## src/rtl/pipeline_hazard_ctrl.sv

```systemverilog
// ---------------------------------------------------------------------------
// pipeline_hazard_ctrl
//
// Hazard and stall controller for a five-stage in-order pipeline. It decides,
// every cycle, whether the front end must hold, flush or bubble, and whether
// the whole pipeline must freeze while a memory access is outstanding.
//
// Control outputs are Mealy: they follow the current state and inputs within
// the same cycle. Only mem_err and stall_cnt are registered.
//
// Parameters
//   TIMEOUT  maximum number of WAIT-state cycles before a memory access is
//            abandoned and mem_err is raised
//   CNT_W    width of the saturating stall counter
//
// Configuration macro
//   HAZARD_FORWARDING_EN  when defined, the datapath is assumed to forward
//                         ALU results, so only a load in EXE whose destination
//                         matches an ID source (load-use) stalls. MEM-stage
//                         matches are ignored. When undefined, any pending
//                         EXE or MEM writeback to an ID source stalls.
//
// Ports
//   clk, rst          clock (rising edge) and asynchronous active-high reset
//   id_valid          ID stage holds a real instruction
//   src1, src2        ID source register numbers
//   two_src           ID instruction reads src2
//   exe_wb_en         EXE instruction writes back
//   exe_dest          EXE destination register
//   exe_mem_r_en      EXE instruction is a load
//   mem_wb_en         MEM instruction writes back
//   mem_dest          MEM destination register
//   branch_taken      EXE resolved a taken branch
//   mem_req           MEM stage holds a load/store (held while frozen)
//   sram_ready        one-cycle completion pulse from memory
//   if_freeze         hold PC and IF/ID register
//   if_flush          clear IF/ID register
//   id_flush          insert a bubble into ID/EXE register
//   pipe_freeze       hold every pipeline register
//   mem_err           sticky memory-timeout flag
//   stall_cnt         saturating count of cycles with if_freeze high
// ---------------------------------------------------------------------------
module pipeline_hazard_ctrl #(
  parameter int unsigned TIMEOUT = 64,
  parameter int unsigned CNT_W   = 16
) (
  input  logic             clk,
  input  logic             rst,
  input  logic             id_valid,
  input  logic [3:0]       src1,
  input  logic [3:0]       src2,
  input  logic             two_src,
  input  logic             exe_wb_en,
  input  logic [3:0]       exe_dest,
  input  logic             exe_mem_r_en,
  input  logic             mem_wb_en,
  input  logic [3:0]       mem_dest,
  input  logic             branch_taken,
  input  logic             mem_req,
  input  logic             sram_ready,
  output logic             if_freeze,
  output logic             if_flush,
  output logic             id_flush,
  output logic             pipe_freeze,
  output logic             mem_err,
  output logic [CNT_W-1:0] stall_cnt
);

  // The wait counter holds the number of WAIT cycles already completed, so it
  // only ever needs to reach TIMEOUT-1.
  localparam int unsigned WaitW = (TIMEOUT < 2) ? 1 : $clog2(TIMEOUT);
  localparam logic [WaitW-1:0] WaitLast = WaitW'(TIMEOUT - 1);

  typedef enum logic [0:0] {
    StRun,
    StWait
  } state_e;

  state_e           state;
  logic [WaitW-1:0] wait_cnt;

  logic exe_hit;
  logic mem_hit;
  logic raw;
  logic timeout_hit;

  // -------------------------------------------------------------------------
  // Data hazard detection
  // -------------------------------------------------------------------------
  assign exe_hit = (exe_dest == src1) | (two_src & (exe_dest == src2));
  assign mem_hit = (mem_dest == src1) | (two_src & (mem_dest == src2));

`ifdef HAZARD_FORWARDING_EN
  // Forwarding covers everything except a load whose data is not yet back.
  assign raw = id_valid & exe_wb_en & exe_mem_r_en & exe_hit;

  logic unused_fwd;
  assign unused_fwd = ^{mem_wb_en, mem_hit};
`else
  assign raw = id_valid & ((exe_wb_en & exe_hit) | (mem_wb_en & mem_hit));

  logic unused_fwd;
  assign unused_fwd = exe_mem_r_en;
`endif

  // -------------------------------------------------------------------------
  // Memory wait control
  // -------------------------------------------------------------------------
  // This is the TIMEOUT-th WAIT cycle and memory still has not answered.
  assign timeout_hit = (state == StWait) & ~sram_ready & (wait_cnt == WaitLast);

  always_comb begin
    pipe_freeze = 1'b0;
    unique case (state)
      StRun:   pipe_freeze = mem_req & ~sram_ready;
      StWait:  pipe_freeze = ~sram_ready & ~timeout_hit;
      default: pipe_freeze = 1'b0;
    endcase
  end

  // -------------------------------------------------------------------------
  // Front-end control, in priority order: freeze, branch, data hazard.
  // A frozen pipeline must not lose the fetched instruction, so branch and
  // hazard actions wait until the freeze lifts.
  // -------------------------------------------------------------------------
  always_comb begin
    if_freeze = 1'b0;
    if_flush  = 1'b0;
    id_flush  = 1'b0;
    if (pipe_freeze) begin
      if_freeze = 1'b1;
    end else if (branch_taken) begin
      // The stalled instruction is on the wrong path anyway, so the branch wins.
      if_flush = 1'b1;
      id_flush = 1'b1;
    end else if (raw) begin
      if_freeze = 1'b1;
      id_flush  = 1'b1;
    end
  end

  // -------------------------------------------------------------------------
  // State, wait counter, sticky error and stall counter
  // -------------------------------------------------------------------------
  always_ff @(posedge clk or posedge rst) begin
    if (rst) begin
      state     <= StRun;
      wait_cnt  <= '0;
      mem_err   <= 1'b0;
      stall_cnt <= '0;
    end else begin
      if (if_freeze && (stall_cnt != {CNT_W{1'b1}})) begin
        stall_cnt <= stall_cnt + CNT_W'(1);
      end

      unique case (state)
        StRun: begin
          if (mem_req && !sram_ready) begin
            state    <= StWait;
            wait_cnt <= '0;
          end
        end
        StWait: begin
          if (sram_ready) begin
            state <= StRun;
          end else if (timeout_hit) begin
            // Abandon the access; the error stays set until reset.
            mem_err <= 1'b1;
            state   <= StRun;
          end else begin
            wait_cnt <= wait_cnt + WaitW'(1);
          end
        end
        default: state <= StRun;
      endcase
    end
  end

endmodule

```

## config.mk

```make
export PLATFORM = sky130hd
export DESIGN_NAME = pipeline_hazard_ctrl
export DESIGN_NICKNAME = d
export VERILOG_FILES = /design/src/rtl/pipeline_hazard_ctrl.sv
export SDC_FILE = /design/constraint.sdc
export NUM_CORES = 1
export LEC_CHECK = 0
export ABC_AREA = 1
export CAP_MARGIN = 5
export CELL_PAD_IN_SITES_DETAIL_PLACEMENT = 0
export CELL_PAD_IN_SITES_GLOBAL_PLACEMENT = 1
export CORE_MARGIN = 2
export CORE_UTILIZATION = 35
export CTS_BUF_LIST = sky130_fd_sc_hd__clkbuf_16
export CTS_CLUSTER_DIAMETER = 150
export DETAILED_ROUTE_END_ITERATION = 16
export PLACE_DENSITY = 0.89
export SYNTH_ARGS = -nofsm -noshare
export SYNTH_HDL_FRONTEND = slang
export SYNTH_SLANG_ARGS = --single-unit
```

## constraint.sdc

```tcl
create_clock -name clk -period 3.5 [get_ports clk]
set_clock_uncertainty 0.2 [all_clocks]
set_input_delay 0.7 -clock clk [delete_from_list [all_inputs] [get_ports clk]]
set_output_delay 0.7 -clock clk [all_outputs]
set_load 0.02 [all_outputs]
```

==> impl_metrics.json, run 1 <==
{
  "antennaDiodeCount": 0,
  "cts_setup_buffers": 0,
  "synth_seq_cells": 24,
  "final-setup-viol-count": 0,
  "dp_hpwl_mm": 2.87,
  "fin_crit_ns": 3.20,
  "slew_headroom": 0.374,
  "leakage_uw": 0.00111,
  "holdBufCountCts": 0,
  "crit_chain": "clkdlybuf4s50_1 > nand3_1 > nand2_2 > buf_4 > clkdlybuf4s50_1",
  "maxUsedRoutingLayer": "met4",
  "worstHoldEndpoint": "mem_err",
  "critPathCaptureType": "output port",
  "timing.fmax_mhz": 313,
  "die_w_um": 73.2,
  "slowest_stage": "clkdlybuf4s50_1",
  "r2r_start": "stall_cnt[1]",
  "portBuffers": 45,
  "cts_tree": "built",
  "power_per_cell_area_mw_per_mm2": 379,
  "crit_type": "in -> out",
  "cts.sink_count": 24,
  "ios": 47,
  "drv_cap": 0,
  "syn_inst": 247,
  "vias_per_cell": 4.69,
  "status": "finished clean",
  "routed-wl-met2_mm": 1.66,
  "grt_max_degree": 25,
  "synth.avg_cell_area_um2": 6.78,
  "overflow": 0,
  "drt-wirelength-per-cell_um": 10.7,
  "slowest_delay_ns": 0.60,
  "first_pass_iters": 4,
  "cp_common_cell": "clkdlybuf4s50_1",
  "numCtsBuffers": 3,
  "r2r_slack_ns": 1.38,
  "required_ns": 2.60,
  "die_y_um": 73.2,
  "place_congestion": 0.756,
  "vias": 1626,
  "critPathArrivalTime_ns": 2.30,
  "clkTransAtPathRegs_ns": 0.06,
  "drcViolationCount": 0,
  "clk_latency_ns": 0.26,
  "antenna_found_initial": 0,
  "rows": 25,
  "final_cell_area_mm2": 0.00225,
  "yosysWarningCount": 0,
  "hp-start": "mem_err",
  "dieArea_mm2": 0.00536,
  "synth_nets": 275,
  "ys_seq_area_frac": 0.358,
  "wl_met1_mm": 1.83,
  "hp-class": "reg -> reg",
  "grt_pass1_vias": 1473,
  "start_util": 0.359,
  "clk_path_buf_depth": 2,
  "drive_gt1_frac": 0.0819,
  "met3WireLength_um": 182,
  "reg2reg_depth": 12,
  "cp_max_fo": 8,
  "power_uw": 853,
  "finalHoldViolCount": 0,
  "coreArea_mm2": 0.00466,
  "finalMaxSlewViolations": 0,
  "fin_crit_sh": 0.913,
  "grt_pass1_wl_mm": 6.27,
  "rsz0062_at_grt": "false",
  "synth.distinct_cells": 26,
  "drt_first_iter_violations": 61,
  "finalWirelength_mm": 3.72,
  "drtAntennaViolNets": 0,
  "nets": 323,
  "ir_worst_vdd_mv": 0.221,
  "grt_usage": 0.145,
  "place_area_mm2": 0.00217,
  "tightest_slew_ns": 0.937,
  "cts.htree.levels": 1,
  "start_kind": "input port",
  "r2r_end": "stall_cnt[13]",
  "cts_root_buf": "clkbuf_16",
  "syn_area_mm2": 0.00168,
  "area_growth_syn_to_layout_pct": 34.3,
  "path_buf_inv": 3,
  "final.setup.tns_ns": 0,
  "crit_family": "buffers and inverters",
  "hold_depth": 1
}
-- kinds of logic (layout without fill, tap and decap cells) --
| group | Yosys count | in the layout | synth area share |
|---|---|---|---|
| flip-flops | 24 | 24 | 0.358 |
| AO/OA/AOI/OAI | 14 | 14 | 0.0485 |
| adder cells (fa/ha/maj) | 2 | 2 | 0.0149 |
| XOR/XNOR | 12 | 12 | 0.0627 |
| buffers and inverters | 39 | 85 | 0.102 |
| AND/OR/NAND/NOR | 156 | 156 | 0.413 |
-- registers in the layout, indices dropped and copies added (netlist names) --
name,flops
mem_err,1
stall_cnt,16
state,1
wait_cnt,6
-- synth_stat cells --
master,n,area (um^2)
nand2_2,2,12.5
nor4_1,1,6.26
buf_2,1,5.00
o21ai_0,5,25.0
nor3_2,1,10.0
a31oi_1,2,12.5
nand2_1,94,353
nand2_4,2,22.5
clkinv_2,1,5.00
dfrtp_1,24,601
nand3_1,22,110
a21oi_1,5,25.0
nor2_2,5,31.3
o21ai_2,1,8.76
inv_1,31,116
xor2_1,9,78.8
ha_1,2,25.0
nor2_1,19,71.3
nand4_1,2,12.5
nand3b_1,1,7.51
a41o_1,1,10.0
buf_6,3,33.8
nand3_2,4,40.0
xnor2_1,3,26.3
nor3_1,3,15.0
inv_2,3,11.3
-- layer usage --
metal	global-route usage	vias up
met5	0	-
met1	0.201	733
met4	0.0432	0
met2	0.235	33
li1	-	856
met3	0.0207	4
-- where the power goes --
part / total, uW / leakage (uW) / switching [uW] / internal (uW)
Sequential: 345 / 0.000327 / 36.2 / 309
Combinational: 265 / 0.000746 / 141 / 124
Clock: 243 / 0.0000370 / 92.2 / 151
-- cell type report --
type	instances	area, um^2
inverters	35	133
well taps	54	67.6
fillers	494	2410
clock buffers	3	75.1
multi-input cells	184	903
repair buffers	47	470
flip-flops and latches	24	601
-- per-stage QoR --
stage                     utilization  hold WS [ns]  instances  setup WS, ns
after global routing            0.483         0.307        347         0.221
after floorplan                     -         0.267        247          1.05
final                           0.483         0.270        347         0.304
after detailed placement        0.466         0.257        344        0.0323
after CTS                       0.482         0.276        347        0.0126
after global placement          0.466         0.261        344        0.0248
-- how the worst max path moves through the flow --
stage                      startpoint     endpoint  cells after the start
after floorplan           wait_cnt[1]     id_flush                      8
after global placement    mem_dest[1]     id_flush                     12
after detailed placement  mem_dest[1]     id_flush                     12
after CTS                 mem_dest[1]     id_flush                     12
after global routing       sram_ready  pipe_freeze                      6
final                         mem_req  pipe_freeze                      5
-- what timing repair did --
| item | in CTS | in global routing |
|---|---|---|
| resized for setup | 0 | 2 |
| hold endpoints to repair | 0 | 0 |
| setup endpoints to repair | 0 | 2 |
-- placed cells by master (no fill, tap or decap), types with 3 or more instances in the layout --
| cell type | count |
|---|---|
| clkbuf_16 | 3 |
| nand3_1 | 22 |
| nand2_1 | 94 |
| xnor2_1 | 3 |
| inv_1 | 31 |
| nor2_1 | 19 |
| a21oi_1 | 5 |
| dfrtp_1 | 24 |
| nor2_2 | 5 |
| nand3_2 | 4 |
| clkdlybuf4s50_1 | 43 |
| nor3_1 | 3 |
| o21ai_0 | 5 |
| xor2_1 | 9 |
| inv_2 | 3 |
No activity file was read; power rests on OpenSTA's default activity.
==> run 2, diff against run 1 <==
- ABC_CLOCK_PERIOD_IN_PS: not set -> 3500
- RECOVER_POWER: not set -> 50
==> impl_metrics.json, run 2 (synthesis gave the netlist of run 1 again) <==
{
  "hp-start": "mem_err",
  "status": "finished clean",
  "timing.fmax_mhz": 307,
  "critPathCaptureType": "output port",
  "hold_depth": 1,
  "drv_cap": 0,
  "overflow": 0,
  "clkTransAtPathRegs_ns": 0.06,
  "rsz0062_at_grt": "false",
  "portBuffers": 45,
  "drive_gt1_frac": 0.0785,
  "grt_pass1_wl_mm": 6.27,
  "r2r_end": "stall_cnt[11]",
  "whs_ns": 0.264,
  "final.setup.tns_ns": 0,
  "drcViolationCount": 0,
  "fin_crit_ns": 3.25,
  "largest_register": "stall_cnt",
  "final_cell_mix": "nand2_1, clkdlybuf4s50_1, inv_1, dfrtp_1, nand3_1",
  "final_cells": 347,
  "required_ns": 2.60,
  "antenna_found_initial": 0,
  "finalMaxSlewViolations": 0,
  "grt_max_degree": 25,
  "die_y_um": 73.2,
  "nets": 323,
  "slew_headroom": 0.374,
  "ios": 47,
  "area_growth_syn_to_layout_pct": 34.1,
  "cts_tree": "built",
  "cts.htree.levels": 1,
  "mostFrequentLayoutCell": "nand2_1",
  "r2r_slack_ns": 1.37,
  "place_congestion": 0.756,
  "grt_usage": 0.145,
  "drt-wirelength-per-cell_um": 10.7,
  "clk_path_buf_depth": 2,
  "start_kind": "input port",
  "die_w_um": 73.2,
  "cts.sink_count": 24,
  "leakage_uw": 0.00112,
  "dp_cells": 344,
  "power_uw": 852,
  "ir_worst_vdd_mv": 0.221,
  "critPathArrivalTime_ns": 2.35,
  "finalHoldViolCount": 0,
  "place_ws_ns": 0.0323,
  "cts_root_buf": "clkbuf_16",
  "worstHoldEndpoint": "mem_err",
  "start_util": 0.359,
  "finalWirelength_mm": 3.72,
  "grt_pass1_vias": 1473,
  "crit_type": "in -> out",
  "rows": 25,
  "numCtsBuffers": 3,
  "hp-class": "reg -> reg",
  "dp_hpwl_mm": 2.87,
  "drtAntennaViolNets": 0,
  "tightest_slew_ns": 0.938,
  "fin_crit_sh": 0.930,
  "first_pass_iters": 4,
  "r2r_start": "wait_cnt[1]",
  "cp_max_fo": 8,
  "drt_first_iter_violations": 61,
  "reg2reg_depth": 12,
  "coreArea_mm2": 0.00466,
  "power_per_cell_area_mw_per_mm2": 379,
  "vias": 1626,
  "final-setup-viol-count": 0,
  "largest_reg_flops": 16,
  "dieArea_mm2": 0.00536,
  "clk_latency_ns": 0.26,
  "top_regs": "stall_cnt: 16 flops, wait_cnt: 6 flops",
  "vias_per_cell": 4.69,
  "final.setup.worst_slack_ns": 0.245,
  "antennaDiodeCount": 0
}
==> run 2: changes by cell type in the layout (fill, tap and decap cells not counted), sizes merged <==
cell,before,now
clkdlybuf4s50,43,40
dlygate4sd3,0,3
==> run 2: worst max-delay path by stage <==
stage	start	endpoint	cells after the start
global placement	mem_dest[1]	id_flush	12
global route	sram_ready	pipe_freeze	6
CTS	mem_dest[1]	id_flush	12
detailed placement	mem_dest[1]	id_flush	12
floorplan	wait_cnt[1]	id_flush	8
finish	sram_ready	pipe_freeze	6
==> run 2: per-layer routing <==
metal  part of all wire  vias up  wire [um]  track usage
met2               0.45       33       1660        0.235
met5                  0        -          0            0
met3              0.049        4        182       0.0207
met4              0.013        0         48       0.0432
li1                   -      856          -            -
met1               0.49      733       1840        0.201
==> run 2: final cells by class <==
class / instances / area [um^2]
well taps: 54 / 67.6
clock buffers: 3 / 75.1
inverters: 35 / 133
repair buffers: 47 / 470
fillers: 495 / 2410
flip-flops and latches: 24 / 601
multi-input cells: 184 / 901
==> run 2: metrics by stage <==
step / area, um^2 / utilization
after global routing: 2250 / 0.482
after floorplan: 1680 / -
after CTS: 2240 / 0.482
after global placement: 2170 / 0.466
after detailed placement: 2170 / 0.466
final: 2250 / 0.482
==> run 2: worst max-delay path, stage by stage <==
cell and delay, ns:
clkdlybuf4s50_1 0.42, nor2_1 0.18, o21ai_2 0.09, nand2_1 0.17, buf_4 0.19, clkdlybuf4s50_1 0.60
==> run 2: report_power, final <==
part	internal [uW]	switching, uW
sequential	309	36.2
clock	151	92.2
combinational	123	140
==> run 2: repair_timing <==
item                                    in CTS  in global routing
endpoints found under the setup margin       0                  2
gates resized for setup                      0                  2
buffers inserted                             0                  0
hold buffers                                 0                  0
==> run 3, diff against run 2 <==
- CTS_CLUSTER_SIZE: not set -> 28
==> results of run 3 <==
Same layout as run 2: the final DEF is identical, and so are final timing and power.
